==> src/rtl/ptp_parser_mq.sv <==
// Walks Ethernet/VLAN/MPLS/IPv4/IPv6/UDP headers to PTP and queues qualifying records.
// Record visible 2 edges after PTP word 7; a full queue without a same-cycle pop drops into a saturating counter.
module ptp_parser_mq #(
  parameter int          MAX_VLAN     = 2,
  parameter int          MAX_MPLS     = 3,
  parameter bit          EN_IPV6      = 1'b1,
  parameter logic [15:0] UDP_PORT_EVT = 16'd319,
  parameter logic [15:0] UDP_PORT_GEN = 16'd320,
  parameter logic [15:0] EVT_MASK     = 16'h000F,
  parameter int          FIFO_DEPTH   = 4
) (
  input  logic                          clk,
  input  logic                          rst,
  input  logic [31:0]                   int_data,
  input  logic                          int_valid,
  input  logic                          int_sop,
  input  logic                          int_eop,
  input  logic [1:0]                    int_mod,
  output logic                          ptp_valid,
  input  logic                          ptp_ready,
  output logic [31:0]                   ptp_infor,
  output logic [1:0]                    ptp_encap,
  output logic [7:0]                    ptp_domain,
  output logic [$clog2(FIFO_DEPTH):0]   ptp_level,
  output logic [15:0]                   ptp_ovf_cnt
);
  typedef enum logic [2:0] {ETH, VLAN, MPLS, IPV4, IPV6, UDP, PTP, SKIP} state_t;
  typedef struct packed {
    logic [31:0] infor;
    logic [1:0]  encap;
    logic [7:0]  domain;
  } rec_t;

  state_t      state, state_cur, state_nxt;
  logic [2:0]  w, w_cur, w_nxt;
  logic [3:0]  sub, sub_cur, sub_nxt;
  logic [2:0]  vlan_cnt, vlan_cur, vlan_nxt;
  logic [3:0]  mpls_cnt, mpls_cur, mpls_nxt;
  logic        bos, bos_cur, bos_nxt;
  logic [1:0]  encap, encap_cur, encap_nxt;
  logic        proto_ok, proto_nxt;
  logic [3:0]  msg_type, type_nxt, version, ver_nxt;
  logic [7:0]  domain, dom_nxt;
  logic [11:0] cksum, cksum_nxt;
  logic [15:0] prev_lo;
  logic [31:0] a;
  logic        hdr0_done, commit;
  rec_t        rec_q, rec_nxt, head;
  logic        rec_vld, fifo_in_rdy;
  logic        unused_mod;

  assign unused_mod = ^int_mod;
  assign a = {prev_lo, int_data[31:16]};

  function automatic state_t decode_etype(input logic [15:0] et, input logic [2:0] tags);
    state_t s;
    case (et)
      16'h8100, 16'h9100: s = (tags < 3'(MAX_VLAN)) ? VLAN : SKIP;
      16'h8847, 16'h8848: s = MPLS;
      16'h0800:           s = IPV4;
      16'h86DD:           s = EN_IPV6 ? IPV6 : SKIP;
      16'h88F7:           s = PTP;
      default:            s = SKIP;
    endcase
    return s;
  endfunction

  always_comb begin
    // A sop word restarts the parse regardless of where the previous packet stopped.
    state_cur = int_sop ? ETH   : state;
    w_cur     = int_sop ? 3'd0  : w;
    sub_cur   = int_sop ? 4'd0  : sub;
    vlan_cur  = int_sop ? 3'd0  : vlan_cnt;
    mpls_cur  = int_sop ? 4'd0  : mpls_cnt;
    bos_cur   = int_sop ? 1'b0  : bos;
    encap_cur = int_sop ? 2'd0  : encap;

    state_nxt = state_cur;
    w_nxt     = (w_cur == 3'd7) ? w_cur : w_cur + 3'd1;
    sub_nxt   = sub_cur + 4'd1;
    vlan_nxt  = vlan_cur;
    mpls_nxt  = mpls_cur;
    bos_nxt   = bos_cur;
    encap_nxt = encap_cur;
    proto_nxt = proto_ok;
    type_nxt  = msg_type;
    ver_nxt   = version;
    dom_nxt   = domain;
    cksum_nxt = cksum;
    rec_nxt   = rec_q;
    hdr0_done = 1'b0;
    commit    = 1'b0;

    case (state_cur)
      ETH:  if (w_cur == 3'd3) state_nxt = decode_etype(int_data[31:16], 3'd0);
      VLAN: begin
        vlan_nxt  = vlan_cur + 3'd1;
        state_nxt = decode_etype(int_data[31:16], vlan_cur + 3'd1);
      end
      MPLS: begin
        // The word after the bottom label is already IP header word 0.
        if (bos_cur) begin
          hdr0_done = 1'b1;
          if (a[31:24] == 8'h45)                 state_nxt = IPV4;
          else if (a[31:28] == 4'd6 && EN_IPV6)  state_nxt = IPV6;
          else                                   state_nxt = SKIP;
        end else begin
          mpls_nxt = mpls_cur + 4'd1;
          if (a[8])                                       bos_nxt   = 1'b1;
          else if (mpls_cur + 4'd1 >= 4'(MAX_MPLS))       state_nxt = SKIP;
        end
      end
      IPV4: begin
        if (sub_cur == 4'd0 && a[31:24] != 8'h45) state_nxt = SKIP;
        if (sub_cur == 4'd2) proto_nxt = (a[23:16] == 8'h11);
        if (sub_cur == 4'd4) state_nxt = proto_ok ? UDP : SKIP;
      end
      IPV6: begin
        if (sub_cur == 4'd1 && a[15:8] != 8'h11) state_nxt = SKIP;
        else if (sub_cur == 4'd9)                state_nxt = UDP;
      end
      UDP: begin
        if (sub_cur == 4'd0 && a[15:0] != UDP_PORT_EVT && a[15:0] != UDP_PORT_GEN) state_nxt = SKIP;
        else if (sub_cur == 4'd1) state_nxt = PTP;
      end
      PTP: begin
        case (sub_cur)
          4'd0: begin type_nxt = a[27:24]; ver_nxt = a[19:16]; cksum_nxt = 12'd0; end
          4'd1: dom_nxt = a[31:24];
          4'd5, 4'd6: cksum_nxt = cksum + {4'h0, a[31:24]} + {4'h0, a[23:16]}
                                        + {4'h0, a[15:8]} + {4'h0, a[7:0]};
          4'd7: begin
            cksum_nxt      = cksum + {4'h0, a[31:24]} + {4'h0, a[23:16]};
            state_nxt      = SKIP;
            commit         = (version == 4'd2) && EVT_MASK[msg_type];
            rec_nxt.infor  = {msg_type, cksum_nxt, a[15:0]};
            rec_nxt.encap  = encap_cur;
            rec_nxt.domain = domain;
          end
          default: ;
        endcase
      end
      default: ;
    endcase

    if (int_eop) state_nxt = SKIP;
    if (state_nxt != state_cur) sub_nxt = hdr0_done ? 4'd1 : 4'd0;
    if (state_nxt == IPV4 && state_cur != IPV4) encap_nxt = 2'd1;
    if (state_nxt == IPV6 && state_cur != IPV6) encap_nxt = 2'd2;
  end

  // w starts saturated so words arriving after reset are ignored until a sop.
  always_ff @(posedge clk or posedge rst) begin
    if (rst) begin
      state <= ETH;  w <= 3'd7;  sub <= '0;  vlan_cnt <= '0;  mpls_cnt <= '0;
      bos <= 1'b0;  encap <= '0;  proto_ok <= 1'b0;  msg_type <= '0;  version <= '0;
      domain <= '0;  cksum <= '0;  prev_lo <= '0;  rec_q <= '0;  rec_vld <= 1'b0;
      ptp_ovf_cnt <= '0;
    end else begin
      rec_vld <= int_valid && commit;
      if (int_valid) begin
        state <= state_nxt;  w <= w_nxt;  sub <= sub_nxt;  vlan_cnt <= vlan_nxt;
        mpls_cnt <= mpls_nxt;  bos <= bos_nxt;  encap <= encap_nxt;  proto_ok <= proto_nxt;
        msg_type <= type_nxt;  version <= ver_nxt;  domain <= dom_nxt;  cksum <= cksum_nxt;
        prev_lo <= int_data[15:0];  rec_q <= rec_nxt;
      end
      if (rec_vld && !fifo_in_rdy && ptp_ovf_cnt != 16'hFFFF) ptp_ovf_cnt <= ptp_ovf_cnt + 16'd1;
    end
  end

  ptp_fifo #(.WIDTH($bits(rec_t)), .DEPTH(FIFO_DEPTH)) u_fifo (
    .clk     (clk),
    .rst     (rst),
    .in_vld  (rec_vld),
    .in_rdy  (fifo_in_rdy),
    .in_dat  (rec_q),
    .out_vld (ptp_valid),
    .out_rdy (ptp_ready),
    .out_dat (head),
    .level   (ptp_level)
  );

  assign ptp_infor  = head.infor;
  assign ptp_encap  = head.encap;
  assign ptp_domain = head.domain;
endmodule

// Generic first-word-fall-through FIFO; head visible the cycle after the write edge.
// Accepts a write when full if the head is popped on the same edge.
module ptp_fifo #(
  parameter int WIDTH = 8,
  parameter int DEPTH = 4
) (
  input  logic                     clk,
  input  logic                     rst,
  input  logic                     in_vld,
  output logic                     in_rdy,
  input  logic [WIDTH-1:0]         in_dat,
  output logic                     out_vld,
  input  logic                     out_rdy,
  output logic [WIDTH-1:0]         out_dat,
  output logic [$clog2(DEPTH):0]   level
);
  localparam int AW = $clog2(DEPTH);
  localparam logic [AW:0] FULL_LVL = (AW+1)'(DEPTH);

  logic [WIDTH-1:0] mem [DEPTH];
  logic [AW-1:0]    wr_ptr, rd_ptr;
  logic             push, pop;

  assign out_vld = (level != '0);
  assign in_rdy  = (level != FULL_LVL) || out_rdy;
  assign push    = in_vld && in_rdy;
  assign pop     = out_vld && out_rdy;
  assign out_dat = mem[rd_ptr];

  always_ff @(posedge clk or posedge rst) begin
    if (rst) begin
      wr_ptr <= '0;
      rd_ptr <= '0;
      level  <= '0;
      for (int i = 0; i < DEPTH; i++) mem[i] <= '0;
    end else begin
      if (push) begin
        mem[wr_ptr] <= in_dat;
        wr_ptr      <= wr_ptr + 1'b1;
      end
      if (pop) rd_ptr <= rd_ptr + 1'b1;
      if (push && !pop)      level <= level + 1'b1;
      else if (pop && !push) level <= level - 1'b1;
    end
  end
endmodule

==> config.mk <==
export PLATFORM = sky130hd
export DESIGN_NAME = ptp_parser_mq
export DESIGN_NICKNAME = d
export VERILOG_FILES = /design/src/rtl/ptp_parser_mq.sv
export SDC_FILE = /design/constraint.sdc
export NUM_CORES = 1
export LEC_CHECK = 0
export CORE_UTILIZATION = 64
export CTS_CLUSTER_SIZE = 40
export DETAILED_ROUTE_END_ITERATION = 7
export GPL_TIMING_DRIVEN = 0
export HOLD_SLACK_MARGIN = 0.08
export PLACE_DENSITY = 0.95
export REMOVE_ABC_BUFFERS = 1
export SYNTH_ARGS = -nofsm -noshare
export SYNTH_HDL_FRONTEND = slang
export SYNTH_HIERARCHICAL = 1
export SYNTH_SLANG_ARGS = --single-unit
export TNS_END_PERCENT = 20
==> constraint.sdc <==
create_clock -name clk -period 13.8 [get_ports clk]
set_input_delay 2.76 -clock clk [delete_from_list [all_inputs] [get_ports clk]]
set_output_delay 2.76 -clock clk [all_outputs]
set_load 0.02 [all_outputs]
# Word level (Yosys, flattened, before mapping)
# Memories as Yosys holds them, arrays and structs flattened.
# Index checks and enable logic that the tools add are counted.
dict set report word_totals {
  mem_bits_ro 16
  elab_cells 167
  register_bits 299
  n_memories 1
}
dict set report op_classes {
  n_addsub 13
  n_eq_ne 37
  mux 51
  bitwise 2
  order_cmp 6
  n_reduce_logical 32
}
# memory words word_bits rd rd_clocked_by_memory_dff write_ports line
set memory_table {}
lappend memory_table {{(name not given)} 16 1 1 0 0 135} ;# commit = (version == 4'd2) && EVT_MASK[msg_type];
# operator n
set ops {}
lappend ops {{$bwmux 168} 1}
lappend ops {{$mux 42} 3}
lappend ops {{$eq 16x16->1 const B} 6}
lappend ops {{$bmux 42 s2} 1}
lappend ops {{$demux 42 s2} 1}
lappend ops {{$mux 3} 21}
lappend ops {{$add 12x8->12} 4}
lappend ops {{$pmux 12 s3} 1}
lappend ops {{$ne 16x9->1 const B} 2}
lappend ops {{$pmux 3 s5} 2}
lappend ops {{$pmux 3 s7} 1}
lappend ops {{$eq 4x3->1 const B} 5}
lappend ops {{$mux 4} 5}
lappend ops {{$add 16x1->16 const B} 1}
lappend ops {{$eq 16x12->1 const B} 1}
lappend ops {{$ne 16x16->1 const B} 1}
lappend ops {{$eq 3x3->1 const B} 5}
lappend ops {{$logic_and 1x1->1} 15}
lappend ops {{$reduce_and 3->1} 5}
lappend ops {{$eq 3x2->1 const B} 4}
lappend ops {{$mux 1} 10}
lappend ops {{$mux 2} 5}
lappend ops {{$add 3x1->3 const B} 3}
lappend ops {{$add 4x1->4 const B} 2}
lappend ops {{26 further kinds} 36}

# Depth between registers and ports, before layout
# Gate-level depths: netlist of the first run.
dict set report logic_depth {
  word_depth 12
  depth_mapped 19
  ltp_nobuf 19
}

# Hierarchy
# Netlist of the first run, hierarchy kept.
# module cells_per_inst seq_area_each_um2 area_per_inst_um2 n_inst
set by_module_without_submodules {}
lappend by_module_without_submodules {ptp_fifo 445 4379.2 8484.4 1}
lappend by_module_without_submodules {ptp_parser_mq 646 3106.7 6988.0 1}

# Least setup slack after synthesis of the first run
# Ideal clock, no wire load.
dict set report synth_timing {
  path_kind {in2reg}
  startpoint {in int_sop}
  endpoint {reg sub[0]}
  slack_ns 8.238
  t_required_ns 13.706
  t_arrival_ns 5.468
  path_stages 14
  n_path_buf 3
  cell_sequence {buf_2 clkbuf_1 clkbuf_1 nand2b_1 inv_1 ha_1 nand2b_1 nor2_1 a31o_1 a221o_1 nor4b_4 xnor2_1 a211o_1 a221oi_2}
}
dict set report synth_between {
  elab_chain_len 10
}
# element line
set synth_lines {}
lappend synth_lines {{from (decl)} 16} ;# input logic int_sop,
lappend synth_lines {{$mux 4} 74} ;# mpls_cur = int_sop ? 4'd0 : mpls_cnt;
lappend synth_lines {{$add 4x1->4} 110} ;# else if (mpls_cur + 4'd1 >= 4'(MAX_MPLS)) state_nxt = SKIP;
lappend synth_lines {{$ge 4x2->1} 110}
lappend synth_lines {{$mux 3} 110}
lappend synth_lines {{$mux 3} 109} ;# if (a[8]) bos_nxt = 1'b1;
lappend synth_lines {{$mux 3} 102} ;# if (bos_cur) begin
lappend synth_lines {{$pmux 3 s7} 94} ;# case (state_cur)
lappend synth_lines {{$mux 3} 146} ;# if (int_eop) state_nxt = SKIP;
lappend synth_lines {{$ne 3x3->1} 147} ;# if (state_nxt != state_cur) sub_nxt = hdr0_done ? 4'd1 : 4'd0;
lappend synth_lines {{$mux 4 *} 147}
lappend synth_lines {{to (signal assigned)} 162} ;# state <= state_nxt; w <= w_nxt; sub <= sub_nxt; vlan_cnt <= vlan_nxt;
lappend synth_lines {{to (decl)} 36} ;# logic [3:0] sub, sub_cur, sub_nxt;
# Mark *: on every way between the ends. The rest lies on a longest branch, timed or not.
# A chain may end at the register's enable or synchronous reset.

# Worst setup path after layout of the first run
dict set report layout_timing {
  startpoint {in int_data[17]}
  endpoint {reg cksum[9]}
}
dict set report layout_between {
  elab_chain_len 2
}
# element line
set layout_lines {}
lappend layout_lines {{from (decl)} 14} ;# input logic [31:0] int_data,
lappend layout_lines {{$add 12x8->12} 131} ;# + {4'h0, a[15:8]} + {4'h0, a[7:0]};
lappend layout_lines {{$pmux 12 s3} 127} ;# case (sub_cur)
lappend layout_lines {{to (signal assigned)} 164} ;# msg_type <= type_nxt; version <= ver_nxt; domain <= dom_nxt; cksum <= cksum_nxt;
lappend layout_lines {{to (decl)} 44} ;# logic [11:0] cksum, cksum_nxt;
# No other way between the ends.

==> impl_metrics.csv, run 1 <==
group,metric,value,unit
place,port_buffers,99,
grt,grt.met2_usage,47.9,%
route,dr_total_vias,9671,
grt,grt_start_max_net_pins,115,
place,post_dp_area,0.0165,mm2
pwr,leakagePower,7.93,nW
sta,maxSlewHeadroom,32.9,%
critical_path,cp-end-kind,"register",
logic_synthesis,syn-cell-area,0.0155,mm2
cts,clock_tree.root_cell,"clkbuf_16",
critical_path,crit_path_max_incr_delay,660,ps
cts,ctsHtreeMaxLevel,1,
sta,whs,482,ps
final_layout,area_of_the_multi_input_gates,0.00734,mm2
cts,cts_buffer_depth,3,
grt,grt_use_met3,4.93,%
sta,final-hold-violation-count,0,
sta,post-route-period-util,43.3,%
place,gp_congestion,0.885,
worst_hold_path,cell_count_of_the_worst_hold_path,1,
floorplan,starting_density_of_the_core,65.5,%
sta,fin_worst_skew,18.9,ps
critical_path,startpoint,"int_data[17]",
route,drt-wirelength-per-cell,23.2,um
grt,globalRouteOverflowTotal,0,
final_layout,register_area,0.00749,mm2
place,post-place-cells,1459,
critical_path,timing.reg2reg.worst_path_depth,19,
status,run_status,"finished clean",
logic_synthesis,postSynthAreaPerCell,14.2,um2
final_layout,finalNonFillerCells,1514,
critical_path,cp_data_required_time,14260,ps
final_layout,post-route-cell-area,0.0175,mm2
cts,cts_tree,"built",
cts,ctsResizeCount,0,
sta,actual_slew_at_the_worst_max_slew_pin,1010,ps
logic_synthesis,synth_enable_flop_cells,0,
grt,grtUsageTotal,29.8,%
grt,first_global_vias,10424,
sta,final-setup-viol-count,0,
sta,timing.final.max_slew_violations,0,
route,drc,0,
floorplan,rows,56,
critical_path,start_of_the_worst_register_to_register_path,"prev_lo[9]",
pwr,worst_ir_drop_on_vdd,0.000116,V
place,place_hpwl,21.8,mm
route,detail_route.first_pass.iterations,5,
sta,finalCriticalPeriod,5970,ps
critical_path,crit_slowest_cell,"clkdlybuf4s50_1",
logic_synthesis,post_synthesis_async_set_or_reset_flop_share,100,%
logic_synthesis,area_leader_netlist,"dfrtp_1",
cts,numCtsBuffers,30,
cts,clock_insertion_delay_worst_skew,570,ps
floorplan,dieArea,0.0248,mm2
floorplan,ios,102,
route,postRouteWirelength,35.1,mm
worst_hold_path,min-delay-path-class,"register to register",
grt,grt.busiest_layer,"met2",
cts,cts_setup_buffers,0,
critical_path,path_max_fanout,6,
critical_path,crit_chain,"clkdlybuf4s50_1, inv_1, fa_1, inv_1, ha_1, fa_1, a21o_1, a21oi_1, o21bai_1, a21oi_1, o21ai_0, and3_1, o21ai_0, nand2_1",
sta,max_freq,167,MHz
critical_path,setup.worst_path.class,"input port to register",
logic_synthesis,synth_top_flop_cell,"dfrtp_1",
route,vias_per_cell,6.39,
final_layout,area_delta_synth_final,13.4,%
logic_synthesis,seq_area_frac_synth,48.4,%
grt,grt_antenna_before_repair,1,
logic_synthesis,ys_ff_latch,299,
floorplan,die_x,157,um
sta,tns,0,ps
logic_synthesis,synth_top_cell_area_share,47.9,%
logic_synthesis,synth.yosys.warnings,6,
run,cap_violations,0,
grt,grt_pass1_wl,56.7,mm
cts,hold_buffers,0,
pwr,power.density,142,mW/mm2
worst_hold_path,hold_path.startpoint,"vlan_cnt[2]",
floorplan,die_h,157,um
route,remaining_antenna_violation_count,0,
logic_synthesis,synth_area_leaders,"dfrtp_1, mux2_4, mux4_2",
logic_synthesis,netlist-cell-type-count,75,
logic_synthesis,synth_cells,1091,
cts,worst_setup_hold_path_clk_slew,70,ps
route,initialDrtViolationCount,846,
sta,grt_setup_unrepaired,"no",
floorplan,area_of_the_core,0.0236,mm2
final_layout,post_route_cells_drive_above_1_share,29.8,%
grt,grt_use_met1,39.9,%
critical_path,critical_path.startpoint_type,"input port",
cts,cts.sink_count,299,
final_layout,fillerInstances,1320,
critical_path,worst_ep_arrival_time,6430,ps
final_layout,nets,1261,
-- per-stage QoR --
stage / total power [mW] / setup WS (ps) / utilization, %
3_5_place_dp: 1.59 / 7050 / 69.8
2_1_floorplan: 1.42 / 6290 / -
5_1_grt: 2.60 / 7720 / 74.3
6_report: 2.50 / 7830 / 74.3
4_1_cts: 2.48 / 7560 / 74.3
3_3_place_gp: 1.55 / 4290 / 69.2
-- flip-flops by register name (all words and copies together), names as in the netlist --
register	count
u_fifo/rd_ptr	2
state	3
vlan_cnt	3
u_fifo/level	3
rec_q	42
u_fifo/wr_ptr	2
mpls_cnt	4
msg_type	4
version	4
rec_vld	1
domain	8
encap	2
prev_lo	16
sub	4
proto_ok	1
w	3
ptp_ovf_cnt	16
bos	1
cksum	12
u_fifo/mem	168
-- report_power, final --
part           internal (mW)  total [mW]  switching [mW]
logic                  0.275       0.672           0.397
registers              0.915       0.953          0.0372
clock network          0.520       0.875           0.355
total                   1.71        2.50           0.789
-- per-layer routing --
metal,up-vias,share of wire (%)
li1,4111,-
met1,4971,40
met2,464,49
met3,125,6.3
met4,0,4.1
met5,-,0
-- worst paths after layout --
| path | endpoint | slack, ps |
|---|---|---|
| max in group asynchronous | u_fifo/mem[25] | 10090 |
| max reg2reg | cksum[11] | 8600 |
| min reg2reg | vlan_cnt[2] | 480 |
| min in group asynchronous | u_fifo/mem[70] | 2770 |
| max | cksum[9] | 7830 |
| min | vlan_cnt[2] | 480 |
-- final cells by class --
type	instances	area share, %
clock inverters	17	1.55
diodes	1	0.0143
well taps	319	2.28
flip-flops and latches	299	42.7
repair buffers	104	6.25
clock buffers	37	4.49
multi-input cells	698	41.8
inverters	39	0.906
-- cell usage after synthesis, types with 11 or more instances --
master	n
inv_1	38
mux4_2	42
dfrtp_1	296
fa_1	19
o21ai_0	31
nor2b_1	17
buf_12	16
mux2_2	78
nand4_1	11
nor2_1	45
ha_1	30
a21oi_1	25
nand3_1	15
nand2_1	52
buf_2	12
xnor2_1	27
clkbuf_1	20
mux2_4	160
-- critical path, delay by kind of cell --
kind                     cells  cell delay (ps)
adder cells (fa/ha/maj)      3             1180
AO/OA/AOI/OAI                6             1280
buffers and inverters        3              850
AND/OR/NAND/NOR              2              350
-- layout by cell type, fill, tap and decap left out, types with 9 or more instances in the layout --
cell type	netlist	final
dfrtp_1	296	294
mux2_4	160	160
clkdlybuf4s50_1	0	97
mux2_2	78	78
nand2_1	52	52
nor2_1	45	44
mux4_2	42	42
inv_1	38	36
o21ai_0	31	31
ha_1	30	30
clkbuf_16	0	30
xnor2_1	27	27
a21oi_1	25	25
fa_1	19	19
nor2b_1	17	17
nand3_1	15	15
nand4_1	11	11
nor3_1	10	10
and3_1	10	10
xor2_1	9	9
-- cell families (layout without fill, tap and decap cells) --
logic type,count (synthesis),count (layout),synth area share [%]
fa+ha+maj,49,49,4.88
mux,282,282,27.4
simple gates,210,210,7.60
flops,299,299,48.4
buf+inv,94,197,4.25
compound gates,121,121,5.39
other cells,0,1,0
xor+xnor,36,36,2.04
Power figures use the tool's default switching activity.
==> inputs of run 2 (changes only) <==
--- a/config.mk
+++ b/config.mk
@@ -5,12 +5,12 @@
 export SDC_FILE = /design/constraint.sdc
 export NUM_CORES = 1
 export LEC_CHECK = 0
-export CORE_UTILIZATION = 64
+export CORE_UTILIZATION = 60
 export CTS_CLUSTER_SIZE = 40
 export DETAILED_ROUTE_END_ITERATION = 7
 export GPL_TIMING_DRIVEN = 0
 export HOLD_SLACK_MARGIN = 0.08
-export PLACE_DENSITY = 0.95
+export PLACE_DENSITY = 0.92
 export REMOVE_ABC_BUFFERS = 1
 export SYNTH_ARGS = -nofsm -noshare
 export SYNTH_HDL_FRONTEND = slang
==> constraint.sdc (replaced) <==
create_clock -name clk -period 5.7 [get_ports clk]
set_input_delay 1.14 -clock clk [delete_from_list [all_inputs] [get_ports clk]]
set_output_delay 1.14 -clock clk [all_outputs]
set_load 0.02 [all_outputs]
==> run 2 against run 1 <==
Effect of this change: die area grew 6.6%; sequential share of layout area shrank 0.19 points; power grew 140%; worst hold slack lost 7.0 ps; count of clock-buffer cells in the layout grew 4; critical endpoint is now cksum[11]; largest cell class unchanged.
==> impl_metrics.csv, run 2 (synthesis results as in run 1) <==
group,metric,value,unit
cts,ctsHtreeMaxLevel,1,
pwr,leakagePower,7.98,nW
grt,globalRouteOverflowTotal,0,
pwr,swShare,31.2,%
final_layout,largest_register_ffs,168,
pwr,power.density,343,mW/mm2
grt,first_global_vias,10167,
pwr,worst_ir_drop_on_vdd,0.000352,V
pwr,p_clk_share,35.3,%
grt,grtUsageTotal,26.6,%
floorplan,die_x,163,um
sta,timing.final.max_slew_violations,0,
cts,numCtsBuffers,31,
critical_path,ff2ff_setup_slack,720,ps
critical_path,critical_path.startpoint_type,"register",
sta,post-route-period-util,87.4,%
cts,hold_buffers,0,
sta,final-setup-viol-count,0,
critical_path,cp_data_required_time,6210,ps
place,place_hpwl,21.5,mm
sta,finalCriticalPeriod,4980,ps
pwr,share_comb_of_total_power,26.7,%
cts,cts_setup_buffers,0,
sta,max_freq,201,MHz
route,drc,0,
sta,whs,475,ps
run,cap_violations,0,
floorplan,die_h,163,um
status,run_status,"finished clean",
pwr,power_report.internal_total,4.16,mW
final_layout,final_common_cell,"dfrtp_1",
place,gp_congestion,0.908,
final_layout,max_flop_register,"u_fifo/mem",
floorplan,ios,102,
final_layout,post_route_cells_drive_above_1_share,30.2,%
sta,final-hold-violation-count,0,
final_layout,fillerInstances,1564,
pwr,power.net_switching,1.89,mW
sta,fin_worst_skew,20.2,ps
route,dr_total_vias,9539,
final_layout,final_cell_mix,"dfrtp_1, mux2_4, clkdlybuf4s50_1",
final_layout,area_delta_synth_final,13.9,%
route,drt-wirelength-per-cell,22.3,um
grt,grt_pass1_wl,55.3,mm
final_layout,top_regs,"u_fifo/mem (168), rec_q (42)",
grt,grt.met2_usage,44.5,%
route,initialDrtViolationCount,840,
cts,worst_setup_hold_path_clk_slew,60,ps
cts,clock_insertion_delay_worst_skew,570,ps
critical_path,cp-end-kind,"register",
critical_path,path_max_fanout,4,
grt,grt.busiest_layer,"met2",
route,detail_route.first_pass.iterations,6,
final_layout,area_of_the_multi_input_gates,0.00734,mm2
route,remaining_antenna_violation_count,0,
place,port_buffers,99,
floorplan,area_of_the_core,0.0253,mm2
critical_path,setup.worst_path.class,"register to register",
final_layout,nets,1263,
final_layout,antenna_diodes,0,
sta,grt_setup_unrepaired,"no",
sta,actual_slew_at_the_worst_max_slew_pin,998,ps
grt,grt_use_met1,36.1,%
critical_path,worst_ep_arrival_time,5490,ps
route,vias_per_cell,6.25,
floorplan,rows,58,
grt,grt_use_met3,4.20,%
sta,maxSlewHeadroom,33.5,%
place,post_dp_area,0.0165,mm2
route,postRouteWirelength,34.0,mm
grt,grt_start_max_net_pins,113,
cts,cts.sink_count,299,
floorplan,starting_density_of_the_core,61.3,%
cts,ctsResizeCount,0,
grt,grt_antenna_before_repair,0,
cts,cts_buffer_depth,3,
sta,tns,0,ps
cts,cts_tree,"built",
floorplan,dieArea,0.0264,mm2
final_layout,post-route-cell-area,0.0176,mm2
cts,clock_tree.root_cell,"clkbuf_16",
worst_hold_path,min-delay-path-class,"register to register",
final_layout,register_area,0.00749,mm2
pwr,power.share.sequential,38.1,%
run 2: power by group through the flow:
stage          clock network [mW]  logic [mW]  registers (mW)
2_1_floorplan                   0        1.13            2.31
3_3_place_gp                    0        1.42            2.33
3_5_place_dp                    0        1.52            2.34
4_1_cts                      2.16        1.58            2.30
5_1_grt                      2.24        1.76            2.31
6_report                     2.13        1.61            2.30
run 2: worst max-delay path: stages, from the launching register on:
cell,delay [ps]
dfrtp_1,370
inv_1,150
fa_1,450
inv_1,90
ha_1,180
inv_1,60
fa_1,420
nor2b_1,180
o21ai_0,130
and2_1,190
xnor2_1,350
fa_1,510
ha_1,370
inv_1,60
o21bai_1,170
a21oi_1,130
o21ai_0,390
nand2_1,110
or4b_1,520
nand3_1,100
run 2: through the flow:
stage / util [%] / std cells / power (mW) / setup slack (ps)
6_report: 69.8 / 1527 / 6.05 / 721
5_1_grt: 69.8 / 1527 / 6.31 / 469
4_1_cts: 69.8 / 1527 / 6.04 / 793
3_5_place_dp: 65.5 / 1471 / 3.85 / 575
3_3_place_gp: 64.8 / 1465 / 3.75 / -2230
2_1_floorplan: - / 1036 / 3.44 / -185
run 2: routing by layer:
layer / up-vias / wire length, um
met5: - / 0
met4: 0 / 852
met3: 99 / 2020
met2: 365 / 17000
met1: 4942 / 14200
li1: 4133 / -
run 2: cell type report:
cell class,count,share of cell area (%)
clock buffer,41,5.01
clock inverter,15,1.18
inverter,39,0.902
multi-input combinational,698,41.6
sequential,299,42.5
tap,330,2.34
timing repair buffer,105,6.42
run 2: final timing paths:
path                        startpoint              to  depth (start not counted)
max                         prev_lo[9]       cksum[11]                         19
min                        vlan_cnt[2]     vlan_cnt[2]                          1
max reg2reg                 prev_lo[9]       cksum[11]                         19
min reg2reg                vlan_cnt[2]     vlan_cnt[2]                          1
max in group asynchronous          rst  u_fifo/mem[67]                          3
min in group asynchronous          rst  u_fifo/mem[36]                          2
==> inputs of run 3 (changes only) <==
--- a/config.mk
+++ b/config.mk
@@ -5,6 +5,7 @@
 export SDC_FILE = /design/constraint.sdc
 export NUM_CORES = 1
 export LEC_CHECK = 0
+export ABC_AREA = 1
 export CORE_UTILIZATION = 60
 export CTS_CLUSTER_SIZE = 40
 export DETAILED_ROUTE_END_ITERATION = 7
==> run 3 against run 2 <==
Effect of this change: highest routed layer unchanged; critical path type is now input port to register; count of clock-buffer cells in the layout is 1 lower; die area grew 0.83%; wire length is 26% higher; area after synthesis increased by 0.84%; register-to-register slack gained 640 ps; final cell count grew 52%; power up 30%; worst hold slack got worse by 10 ps.
==> impl_metrics.csv, run 3 <==
group,metric,value,unit
place,port_buffers,99,
floorplan,ios,102,
sta,tns,0,ps
final_layout,top_regs,"u_fifo/mem (168), rec_q (42)",
logic_synthesis,seq_area_frac_synth,48.0,%
logic_synthesis,synth_area_leaders,"dfrtp_1, nand2_1, nand4_1",
logic_synthesis,netlist-cell-type-count,49,
grt,first_global_vias,14067,
final_layout,fillerInstances,1796,
critical_path,cp_data_required_time,6150,ps
final_layout,final_cell_mix,"nand2_1, dfrtp_1, nand4_1",
route,remaining_antenna_violation_count,0,
critical_path,startpoint,"int_sop",
final_layout,final_common_cell,"nand2_1",
logic_synthesis,area_leader_netlist,"dfrtp_1",
logic_synthesis,synth_cells,1936,
critical_path,timing.reg2reg.worst_path_depth,20,
sta,post-route-period-util,86.9,%
worst_hold_path,min-delay-path-class,"register to register",
logic_synthesis,synth_top_flop_cell,"dfrtp_1",
cts,ctsHtreeMaxLevel,1,
floorplan,starting_density_of_the_core,61.6,%
route,highest-signal-layer,"met4",
floorplan,dieArea,0.0267,mm2
critical_path,ff2ff_setup_slack,1360,ps
logic_synthesis,synth.yosys.warnings,6,
final_layout,register_area,0.00749,mm2
final_layout,area_delta_synth_final,15.2,%
grt,grt_antenna_before_repair,0,
sta,max_freq,202,MHz
grt,globalRouteOverflowTotal,0,
status,run_status,"finished clean",
final_layout,nets,2050,
floorplan,rows,58,
critical_path,setup.worst_path.class,"input port to register",
route,detail_route.first_pass.iterations,8,
floorplan,area_of_the_core,0.0253,mm2
sta,whs,465,ps
route,vias_per_cell,6.17,
critical_path,path_max_fanout,33,
cts,cts_setup_buffers,0,
sta,finalCriticalPeriod,4960,ps
cts,clock_tree.root_cell,"clkbuf_16",
logic_synthesis,post_synthesis_async_set_or_reset_flop_share,100,%
route,postRouteWirelength,42.8,mm
final_layout,max_flop_register,"u_fifo/mem",
critical_path,critical_path.startpoint_type,"input port",
cts,cts_tree,"built",
critical_path,timing.critical_path.buf_inv,5,
place,gp_congestion,0.951,
critical_path,cp-end-kind,"register",
final_layout,post_route_cells_drive_above_1_share,6.30,%
cts,worst_setup_hold_path_clk_slew,60,ps
run,cap_violations,0,
sta,fin_worst_skew,14.1,ps
critical_path,start_of_the_worst_register_to_register_path,"prev_lo[9]",
logic_synthesis,postSynthAreaPerCell,8.06,um2
critical_path,crit-reg2reg-capture,"cksum[10]",
sta,maxSlewHeadroom,19.1,%
critical_path,crit_chain,"clkdlybuf4s50_1, inv_2, nand2_1, inv_1, ha_1, inv_1, nor2_1, nand3_2, buf_12, mux2_2",
critical_path,setup.worst_path.end,"rec_q[41]",
grt,grt_pass1_wl,69.7,mm
cts,clock_insertion_delay_worst_skew,560,ps
logic_synthesis,ys_ff_latch,299,
sta,timing.final.max_slew_violations,0,
logic_synthesis,yosysMostFrequentCell,"nand2_1",
critical_path,crit_slowest_cell,"clkdlybuf4s50_1",
floorplan,die_x,163,um
pwr,leakagePower,8.97,nW
logic_synthesis,synth_enable_flop_cells,0,
critical_path,critPathTopFamily,"buffers and inverters",
critical_path,worst_path_most_repeated_cell,"inv_1",
logic_synthesis,ys_top_cells_by_count,"nand2_1, dfrtp_1, nand4_1",
logic_synthesis,synth_top_cell_area_share,47.5,%
route,initialDrtViolationCount,1647,
pwr,power.density,438,mW/mm2
place,place_hpwl,26.8,mm
route,wl_met3,4.10,mm
critical_path,worst_ep_arrival_time,5410,ps
route,drc,0,
final_layout,antenna_diodes,0,
sta,final-hold-violation-count,0,
sta,final-setup-viol-count,0,
cts,hold_buffers,0,
route,dr_total_vias,14288,
cts,ctsResizeCount,0,
final_layout,finish.utilization,71.0,%
route,routedLengthMet1,16.6,mm
grt,grtUsageTotal,32.6,%
floorplan,die_h,163,um
logic_synthesis,syn-cell-area,0.0156,mm2
final_layout,area_of_the_multi_input_gates,0.00712,mm2
pwr,worst_ir_drop_on_vdd,0.000474,V
route,met2_length,20.9,mm
grt,grt_start_max_net_pins,174,
cts,cts.sink_count,299,
sta,grt_setup_unrepaired,"no",
cts,numCtsBuffers,31,
critical_path,crit_cells,10,
route,drt-wirelength-per-cell,18.5,um
sta,actual_slew_at_the_worst_max_slew_pin,1210,ps
critical_path,crit_path_max_incr_delay,830,ps
cts,cts_buffer_depth,3,
final_layout,largest_register_ffs,168,
==> run 3: cell count changes after synthesis, moves of 16 or more <==
cell	change
nand4_1	+172
inv_1	+81
buf_12	-16
nor2b_1	-17
mux2_4	-160
buf_2	+25
o22ai_1	+45
mux4_2	-42
nand2_1	+573
nor2_1	+122
o21ai_0	+140
mux2_2	-77
clkbuf_1	+34
==> run 3: layout make-up <==
cell class	instances	share of cell area, %
flip-flops and latches	299	41.7
multi-input cells	1392	39.6
repair buffers	114	7.53
clock buffers	40	4.84
inverters	123	2.64
well taps	330	2.30
clock inverters	17	1.39
==> run 3: cells by family after synthesis <==
kind of cell / count (synthesis) / synth area share [%]
buffers and inverters: 245 / 6.65
multiplexers: 1 / 0.0722
XOR/XNOR: 29 / 1.63
flip-flops: 299 / 48.0
AND/OR/NAND/NOR: 1046 / 29.6
AO/OA/AOI/OAI: 267 / 9.28
adder cells (fa/ha/maj): 49 / 4.84
==> run 3: where the power goes <==
group / switching (mW) / leakage [nW] / internal (mW)
sequential: 0.183 / 4.05 / 2.24
combinational: 1.97 / 4.37 / 1.27
clock: 0.859 / 0.546 / 1.34
==> run 3: layer usage <==
| layer | GRT usage [%] | vias up |
|---|---|---|
| li1 | - | 6482 |
| met1 | 43.0 | 6871 |
| met2 | 54.5 | 808 |
| met3 | 4.27 | 127 |
| met4 | 13.6 | 0 |
| met5 | 0 | - |
==> run 3: worst min-delay path, cell delays in order (launching register included) <==
cell and delay (ps):
dfrtp_1 330, nand2_1 50, nand2_1 50
==> run 3: through the flow <==
step / cells / area [um2] / setup WS (ps) / power [mW]
final: 2315 / 18000 / 744 / 7.87
after global routing: 2315 / 18000 / 392 / 8.31
after CTS: 2314 / 17900 / 663 / 7.80
after detailed placement: 2257 / 16800 / 186 / 5.59
after global placement: 2243 / 16400 / -2410 / 5.47
after floorplan: 1814 / 15000 / -185 / 4.48
==> run 3: worst min path at each step <==
stage                    start  depth (start not counted)  slack [ps]              end
3_5_place_dp   u_fifo/mem[113]                          2         450  u_fifo/mem[113]
4_1_cts            msg_type[3]                          1         460          rec_vld
5_1_grt         u_fifo/mem[82]                          2         480   u_fifo/mem[82]
3_3_place_gp   u_fifo/mem[118]                          2         450  u_fifo/mem[118]
2_1_floorplan      msg_type[3]                          1         430          rec_vld
6_report       u_fifo/mem[117]                          2         460  u_fifo/mem[117]
